**src/rtl/uart_pkg.sv**
```systemverilog
// Shared UART definitions: FSM state encodings, parity-select codes and
// the data width, used by both receiver and transmitter.
package uart_pkg;

  localparam int DATA_BITS = 8;

  // Parity-select codes; 2'b11 behaves like the constant-zero setting.
  localparam logic [1:0] PAR_ZERO     = 2'b00;
  localparam logic [1:0] PAR_XOR      = 2'b01;
  localparam logic [1:0] PAR_XNOR     = 2'b10;
  localparam logic [1:0] PAR_ZERO_ALT = 2'b11;

  typedef enum logic [1:0] {
    IDLE   = 2'b00,
    DATA   = 2'b01,
    PARITY = 2'b10,
    STOP   = 2'b11
  } uart_state_e;

  // Parity value the line is expected to carry for a given byte.
  function automatic logic expected_parity(input logic [1:0] sel,
                                           input logic [DATA_BITS-1:0] data);
    case (sel)
      PAR_XOR:  return ^data;
      PAR_XNOR: return ~^data;
      default:  return 1'b0;
    endcase
  endfunction

endpackage

```
**src/rtl/uart_rx_sync.sv**
```systemverilog
// Two-flop synchronizer for the asynchronous serial line. Resets to the
// idle-high level so a reset never looks like a start bit.
module uart_rx_sync #(
  parameter int STAGES = 2
) (
  input  logic clk,
  input  logic reset,
  input  logic rx,
  output logic rx_s
);

  logic [STAGES-1:0] sync_reg;

  // Shift the raw line through the flop chain; oldest stage is the output.
  always_ff @(posedge clk) begin
    if (!reset) begin
      sync_reg <= '1;
    end else begin
      sync_reg <= {sync_reg[STAGES-2:0], rx};
    end
  end

  assign rx_s = sync_reg[STAGES-1];

endmodule

```
**src/rtl/uart_receiver.sv**
```systemverilog
// UART receiver: start bit, 8 data bits LSB-first, optional parity bit,
// one stop bit. Advances only on baud ticks (inrx). The received frame is
// held until the consumer accepts it with rx_ready; a frame completing
// while one is still held is dropped and flagged as overrun.
// Build option: define UART_RX_PARITY_EN for 11-bit frames with a parity
// bit; otherwise frames are 10 bits and parity_err is always 0.
module uart_receiver
  import uart_pkg::*;
#(
  parameter logic [1:0] PARITY_SEL = PAR_XOR
) (
  input  logic                 clk,
  input  logic                 reset,
  input  logic                 rx,
  input  logic                 inrx,
  input  logic                 rx_ready,
  output logic [DATA_BITS-1:0] data_out,
  output logic                 rx_valid,
  output logic                 parity_err,
  output logic                 frame_err,
  output logic                 overrun_err,
  output logic                 busy
);

  localparam int CNT_W = $clog2(DATA_BITS + 1);

  logic rx_s;

  uart_rx_sync #(.STAGES(2)) u_sync (
    .clk   (clk),
    .reset (reset),
    .rx    (rx),
    .rx_s  (rx_s)
  );

  uart_state_e          state_reg, state_next;
  logic [CNT_W-1:0]     count_reg, count_next;
  logic [DATA_BITS-1:0] shift_reg, shift_next;
  logic                 par_mismatch_reg, par_mismatch_next;
  logic                 publish;

  logic [DATA_BITS-1:0] data_out_reg, data_out_next;
  logic                 rx_valid_reg, rx_valid_next;
  logic                 parity_err_reg, parity_err_next;
  logic                 frame_err_reg, frame_err_next;
  logic                 overrun_err_reg, overrun_err_next;

  // Frame-assembly state: FSM, bit counter, shift register, parity mismatch.
  always_ff @(posedge clk) begin
    if (!reset) begin
      state_reg        <= IDLE;
      count_reg        <= '0;
      shift_reg        <= '0;
      par_mismatch_reg <= 1'b0;
    end else begin
      state_reg        <= state_next;
      count_reg        <= count_next;
      shift_reg        <= shift_next;
      par_mismatch_reg <= par_mismatch_next;
    end
  end

  // Next-state logic; nothing moves except on a baud tick.
  always_comb begin
    state_next        = state_reg;
    count_next        = count_reg;
    shift_next        = shift_reg;
    par_mismatch_next = par_mismatch_reg;
    publish           = 1'b0;
    if (inrx) begin
      case (state_reg)
        IDLE: begin
          if (!rx_s) begin
            state_next        = DATA;
            count_next        = '0;
            par_mismatch_next = 1'b0;
          end
        end
        DATA: begin
          shift_next = {rx_s, shift_reg[DATA_BITS-1:1]};
          count_next = count_reg + 1'b1;
          if (count_reg == CNT_W'(DATA_BITS - 1)) begin
`ifdef UART_RX_PARITY_EN
            state_next = PARITY;
`else
            state_next = STOP;
`endif
          end
        end
`ifdef UART_RX_PARITY_EN
        PARITY: begin
          par_mismatch_next = rx_s ^ expected_parity(PARITY_SEL, shift_reg);
          state_next        = STOP;
        end
`endif
        STOP: begin
          // Back to IDLE regardless of the stop level; a low stop bit is
          // only a framing error, never a new start.
          publish    = 1'b1;
          state_next = IDLE;
        end
        default: state_next = IDLE;
      endcase
    end
  end

  // Output holding register and handshake/overrun next-value logic.
  always_comb begin
    data_out_next    = data_out_reg;
    rx_valid_next    = rx_valid_reg;
    parity_err_next  = parity_err_reg;
    frame_err_next   = frame_err_reg;
    overrun_err_next = overrun_err_reg;
    if (publish && (!rx_valid_reg || rx_ready)) begin
      // Slot is free, or being freed this cycle: take the new frame.
      data_out_next    = shift_reg;
      rx_valid_next    = 1'b1;
`ifdef UART_RX_PARITY_EN
      parity_err_next  = par_mismatch_reg;
`else
      parity_err_next  = 1'b0;
`endif
      frame_err_next   = ~rx_s;
      overrun_err_next = 1'b0;
    end else if (publish) begin
      // Held frame not yet consumed: drop the new one.
      overrun_err_next = 1'b1;
    end else if (rx_valid_reg && rx_ready) begin
      rx_valid_next    = 1'b0;
      parity_err_next  = 1'b0;
      frame_err_next   = 1'b0;
      overrun_err_next = 1'b0;
    end
  end

  // Register the published frame and its status flags.
  always_ff @(posedge clk) begin
    if (!reset) begin
      data_out_reg    <= '0;
      rx_valid_reg    <= 1'b0;
      parity_err_reg  <= 1'b0;
      frame_err_reg   <= 1'b0;
      overrun_err_reg <= 1'b0;
    end else begin
      data_out_reg    <= data_out_next;
      rx_valid_reg    <= rx_valid_next;
      parity_err_reg  <= parity_err_next;
      frame_err_reg   <= frame_err_next;
      overrun_err_reg <= overrun_err_next;
    end
  end

  assign data_out    = data_out_reg;
  assign rx_valid    = rx_valid_reg;
  assign parity_err  = parity_err_reg;
  assign frame_err   = frame_err_reg;
  assign overrun_err = overrun_err_reg;
  assign busy        = (state_reg != IDLE);

endmodule

```
**config.mk**
```make
export PLATFORM = sky130hd
export DESIGN_NAME = uart_receiver
export DESIGN_NICKNAME = d
export VERILOG_FILES = /design/src/rtl/uart_pkg.sv /design/src/rtl/uart_rx_sync.sv /design/src/rtl/uart_receiver.sv
export SDC_FILE = /design/constraint.sdc
export NUM_CORES = 1
export LEC_CHECK = 0
export ABC_CLOCK_PERIOD_IN_PS = 1970
export BUFFER_PORTS_ARGS = -buffer_cell sky130_fd_sc_hd__buf_2
export CORE_ASPECT_RATIO = 1.25
export CORE_MARGIN = 10
export CORE_UTILIZATION = 44
export CTS_BUF_LIST = sky130_fd_sc_hd__clkbuf_2 sky130_fd_sc_hd__clkbuf_4 sky130_fd_sc_hd__clkbuf_8
export DETAILED_ROUTE_END_ITERATION = 12
export PLACE_DENSITY = 0.74
export SLEW_MARGIN = 20
export SYNTH_ARGS = -nofsm -noshare
export SYNTH_HDL_FRONTEND = slang
export SYNTH_SLANG_ARGS = --single-unit
```
**constraint.sdc**
```tcl
create_clock -name clk -period 1.97 [get_ports clk]
set_clock_uncertainty 0.15 [all_clocks]
set_input_delay 0.2955 -clock clk [delete_from_list [all_inputs] [get_ports clk]]
set_output_delay 0.2955 -clock clk [all_outputs]
set_load 0.02 [all_outputs]
```
# ---- Word level (Yosys, flattened, before mapping)
# Cells that the tools add are included.
dict set report word_totals {
  ff_bits 27
  in_bits 5
  output_inout_bits 13
  wordCells 43
}
dict set report op_classes {
  addsub 1
  n_eq_ne 6
  n_mux 12
  bitwise 2
  reduce_logical 14
}
# operator n
set ops {}
lappend ops {{$pmux 4 s2} 1}
lappend ops {{$reduce_bool 2->1} 4}
lappend ops {{$mux 1} 7}
lappend ops {{$reduce_and 3->1} 2}
lappend ops {{$add 4x1->4 const B} 1}
lappend ops {{$eq 4x3->1 const B} 1}
lappend ops {{$mux 2} 2}
lappend ops {{$mux 4} 1}
lappend ops {{$ne 2x2->1 const B} 2}
lappend ops {{$pmux 2 s2} 1}
lappend ops {{$reduce_and 2->1} 2}
lappend ops {{$eq 2x1->1 const B} 1}
lappend ops {{$eq 2x2->1 const B} 1}
lappend ops {{$logic_and 1x1->1} 2}
lappend ops {{$logic_not 2->1} 1}
lappend ops {{$ne 2x1->1 const B} 1}
lappend ops {{$not 1->1} 2}
lappend ops {{$reduce_or 2->1} 1}
lappend ops {{$logic_not 1->1} 1}
lappend ops {{$logic_or 1x1->1} 1}

# ---- Logic depth before layout (Yosys ltp)
dict set report depth {
  word_depth 6
  mapped_depth 4
  ltp_nobuf 4
}

# ---- Hierarchy
# A second synthesis with hierarchy kept.
dict set report unflattened {
  cells_unflattened 114
  area_unflattened_um2 1077.3
}
# mod instances cells_each area_per_inst_um2 seq_area_each_um2
set by_module_without_submodules {}
lappend by_module_without_submodules {uart_receiver 1 110 1024.7 500.5}
lappend by_module_without_submodules {uart_rx_sync 1 4 52.6 40.0}

# ---- Worst setup path after synthesis
# Ideal clock, no wire load.
dict set report synth_path {
  path_kind {register to register}
  from {register rx_valid_reg, in the netlist rx_valid}
  to {register frame_err_reg, in the netlist frame_err}
  setup_time_ns 0.117
  arrival_ns 1.113
  t_required_ns 1.703
  slack_ns 0.589
  stages_incl_launch_ff 3
  path_buffers 0
  period_less_slack_ns 1.381
  cell_sequence {dfxtp_1 mux2_2 a32o_1}
}
dict set report synth_between {
  elab_chain_len 5
  word_cells_on_any_way 8
  classes_between {1 x eq/ne; 1 x mux; 6 x reduce/logical}
}
# element line_no
set synth_rtl {}
lappend synth_rtl {{from (decl)} uart_receiver.sv:43} ;# logic rx_valid_reg, rx_valid_next;
lappend synth_rtl {{from (signal assigned)} uart_receiver.sv:146} ;# rx_valid_reg <= rx_valid_next;
lappend synth_rtl {{$logic_not 1->1} uart_receiver.sv:114} ;# if (publish && (!rx_valid_reg || rx_ready)) begin
lappend synth_rtl {{$logic_or 1x1->1} uart_receiver.sv:114}
lappend synth_rtl {{$logic_and 1x1->1} uart_receiver.sv:114}
lappend synth_rtl {{$ne 2x1->1 (no line) / $reduce_bool 2->1 (equally long branches)} -}
lappend synth_rtl {{$reduce_and 2->1 (no line)} -}
lappend synth_rtl {{to (signal assigned)} uart_receiver.sv:148} ;# frame_err_reg <= frame_err_next;
lappend synth_rtl {{to (decl)} uart_receiver.sv:45} ;# logic frame_err_reg, frame_err_next;
# Several ways; a longest one is shown, not always the timed one.
# A chain may end at the register's enable or synchronous reset.

# ---- Worst setup path in the final report
dict set report layout_path {
  from {register state_reg[0]}
  to {output busy}
}
dict set report layout_between {
  elab_chain_len 1
}
# element line_no
set layout_rtl {}
lappend layout_rtl {{from (decl)} uart_receiver.sv:36} ;# uart_state_e state_reg, state_next;
lappend layout_rtl {{from (signal assigned)} uart_receiver.sv:56} ;# state_reg <= state_next;
lappend layout_rtl {{$reduce_bool 2->1} uart_receiver.sv:158} ;# assign busy = (state_reg != IDLE);
lappend layout_rtl {{to (decl)} uart_receiver.sv:22} ;# output logic busy
# Every way passes these cells.

==> run summary <==
The peak per-stage delay on the critical path is 470 ps. For this configuration, the core starts out at a cell density of 45.26%. The hold violation count in the final report is 0. The startpoint identified for the worst register-to-register timing path is state_reg[0]. Walking the worst path, the cells encountered are inv_1 -> nand2_1 -> buf_2. The number of filler cells placed in the layout came out at 234. Setup repair after global routing left no endpoint under its margin. Of the cells placed in the final design, the portion with a size suffix greater than 1 is 18.32%. The static leakage is 0.5321 nW. In this run the worst setup path begins at state_reg[0]. The total track usage came out at 8.032%.

The wire length of the first global-routing pass is 3153 um. The total inserted antenna cells is 0. The initial DRC count came out at 21. The synthesized netlist net count is 120. The final wirelength is 1952 um. The cell count after synthesis is 114. The smallest setup slack after layout came out at 396.4 ps. STA classifies the critical path startpoint as a flop. For this design, the slowest cell found on the critical path is dfxtp_1. The area inside the core boundary is 2377 um^2. The die outline height came out at 75.29 um. The TritonCTS buffer count came out at 3.

The flow ran to the end, and the final reports show no timing, DRC or antenna violations. The worst vdd rail ir drop came out at 466.3 uV. The number of buffers added on ports is 16. Including well taps, the total number of placed cells is 159. The power density over the cells came out at 682.5 nW/um^2. The detail route stage leaves a number of antenna-violating nets equal to 0. The sum of negative setup slack is 0 ps.

For the worst setup path, the data required time is 1520 ps. The fmax is 635.5 MHz. The tightest hold path in the finished design has a slack of 108.3 ps.

The finished layout cell area is 1219 um^2. The maximum clock path buffer count came out at 2. The critical path in this run is classified as flop to output pin.

For the worst-skew pair, the clock arrives at the later sink with an insertion delay of 330 ps. Clock-pin slew was measured on the worst setup and hold paths at 140 ps. The initial antenna violation count came out at 0. The count of TritonRoute iterations in the first routing pass came out at 4. Setup violations remaining at the end of the flow were counted as 0. The overall via count from detail_route came out at 823.

The remaining design rule violation count is 0. The number of H-tree branching levels is 1. The final net count came out at 138. The count of instances resized after the clock tree is built came out at 0. Across the run, the number of max-cap violations was 0.

The clock tree root driver cell is clkbuf_4. The minimum setup slack after placement is 471.1 ps. The number of vias per cell after detailed routing is 5.018.

The tightest min-delay check is of the primary input to flop type. The overall die width is 64.23 um. The overall overflow remaining after global route is 0. The area after detailed placement is 1181 um^2.

After layout, the minimum clock period comes to 1574 ps. The data arrival at the endpoint of the critical path came out at 1130 ps. The worst hold path begins at inrx. The number of global-route vias before repair is 749.

The die outline area came out at 4836 um^2. The I/O pin count is 18. Yosys printed 0 warnings. The overall power consumption came out at 831.7 uW. The critical-path maximum fanout is 7. The flip-flop and latch count after synthesis came out at 27. The final standard cell count with taps included and fillers excluded came out at 164. The core occupancy in the finished layout is 51.26%. The total count of max-transition violations in the final report came out at 0.

In the layout the commonest cells are 27 x dfxtp_1, 19 x nand2_1, 16 x mux2i_1, 16 x buf_2, 10 x nor2_1. The share of the yosys chip area belonging to registers is 50.23%. The number of rows created at floorplan came out at 20.

The number of sinks on the clock net came out at 27. The routability congestion estimate came out at 0.7572. In the finished design, the share of the clock period the worst path needs comes to 79.88%. In this run the cell area of the synthesized design comes to 1076 um^2.

The final HPWL from detailed placement is 1446 um. The routed wire length per instance came out at 11.90 um. Entering global routing, the biggest net connects 22 pins.

The count of different cell masters after synthesis came out at 28. The average cell area after synthesis is 9.439 um^2. The post-synthesis to final-layout area growth came out at 13.26%.

The worst setup path is captured at an output pin. The clock tree from TritonCTS is built. The most common cell after layout, fill and taps aside is dfxtp_1.
-- final timing paths --
check | end | slack (ps) | cells past startpoint
max | busy | 400 | 3
min reg2reg | u_sync.sync_reg[1] | 280 | 1
min | state_reg[0] | 110 | 2
max reg2reg | data_out[7] | 470 | 3
-- cell usage after synthesis --
library cell | count | area [um^2]
nand2b_1 | 4 | 25.02
dfxtp_1 | 27 | 540.5
mux2_2 | 1 | 11.26
nand3b_1 | 1 | 7.510
o21ai_0 | 5 | 25.02
nand4_1 | 1 | 6.260
ha_1 | 1 | 12.51
o32a_1 | 1 | 10.01
nor2b_1 | 2 | 12.51
conb_1 | 1 | 3.750
a32o_1 | 1 | 10.01
buf_2 | 1 | 5.000
a21oi_1 | 4 | 20.02
nor4bb_1 | 1 | 10.01
a31oi_1 | 1 | 6.260
inv_1 | 4 | 15.01
and3_1 | 1 | 6.260
buf_4 | 1 | 7.510
nand3_1 | 3 | 15.01
nand2_1 | 19 | 71.32
a21oi_4 | 1 | 16.27
mux2i_1 | 16 | 160.2
a221oi_1 | 1 | 8.760
or2_2 | 1 | 6.260
or2b_1 | 1 | 7.510
or4_1 | 1 | 7.510
nor2_1 | 10 | 37.54
clkbuf_1 | 3 | 11.26
-- where the power goes --
group	internal, mW	switching [mW]
clock network	0.0763	0.167
registers	0.550	0.00313
logic	0.0112	0.0239
-- worst max-delay path: cells and delay by family, from the launching register on --
kind,cells,cell delay [ps]
buffers and inverters,2,260
AND/OR/NAND/NOR,1,70
flip-flops,1,470
-- layer usage --
metal | up-vias | GRT usage, % | share of wire [%]
met5 | - | 0 | 0
met4 | 0 | 4.286 | 1.9
met3 | 4 | 2.941 | 5.1
met2 | 17 | 13.40 | 48
met1 | 385 | 8.811 | 45
li1 | 417 | - | -
-- area by class of cell --
type	count	area (um^2)	area share (%)
clock buffer	3	22.52	1.848
multi-input combinational	78	496.7	40.76
sequential	27	540.5	44.35
timing repair buffer	18	97.59	8.008
tap	33	41.29	3.388
inverter	4	15.01	1.232
clock inverter	1	5.005	0.4107
-- cell families (layout without fill, tap and decap cells) --
kind of cell	count (synthesis)	count (layout)	synth area share, %
buffers and inverters	9	26	3.604
AOI/OAI and AO/OA	14	14	8.954
other	1	1	0.3485
adders and majority gates	1	1	1.163
muxes	17	17	15.93
DFF	27	27	50.23
and+or+nand+nor	45	45	19.77
-- repair_timing --
item	in CTS	in global routing
buffers inserted	0	0
hold endpoints to repair	1	0
endpoints found under the setup margin	0	0
hold buffers	1	0
(Power assumes the default switching activity.)
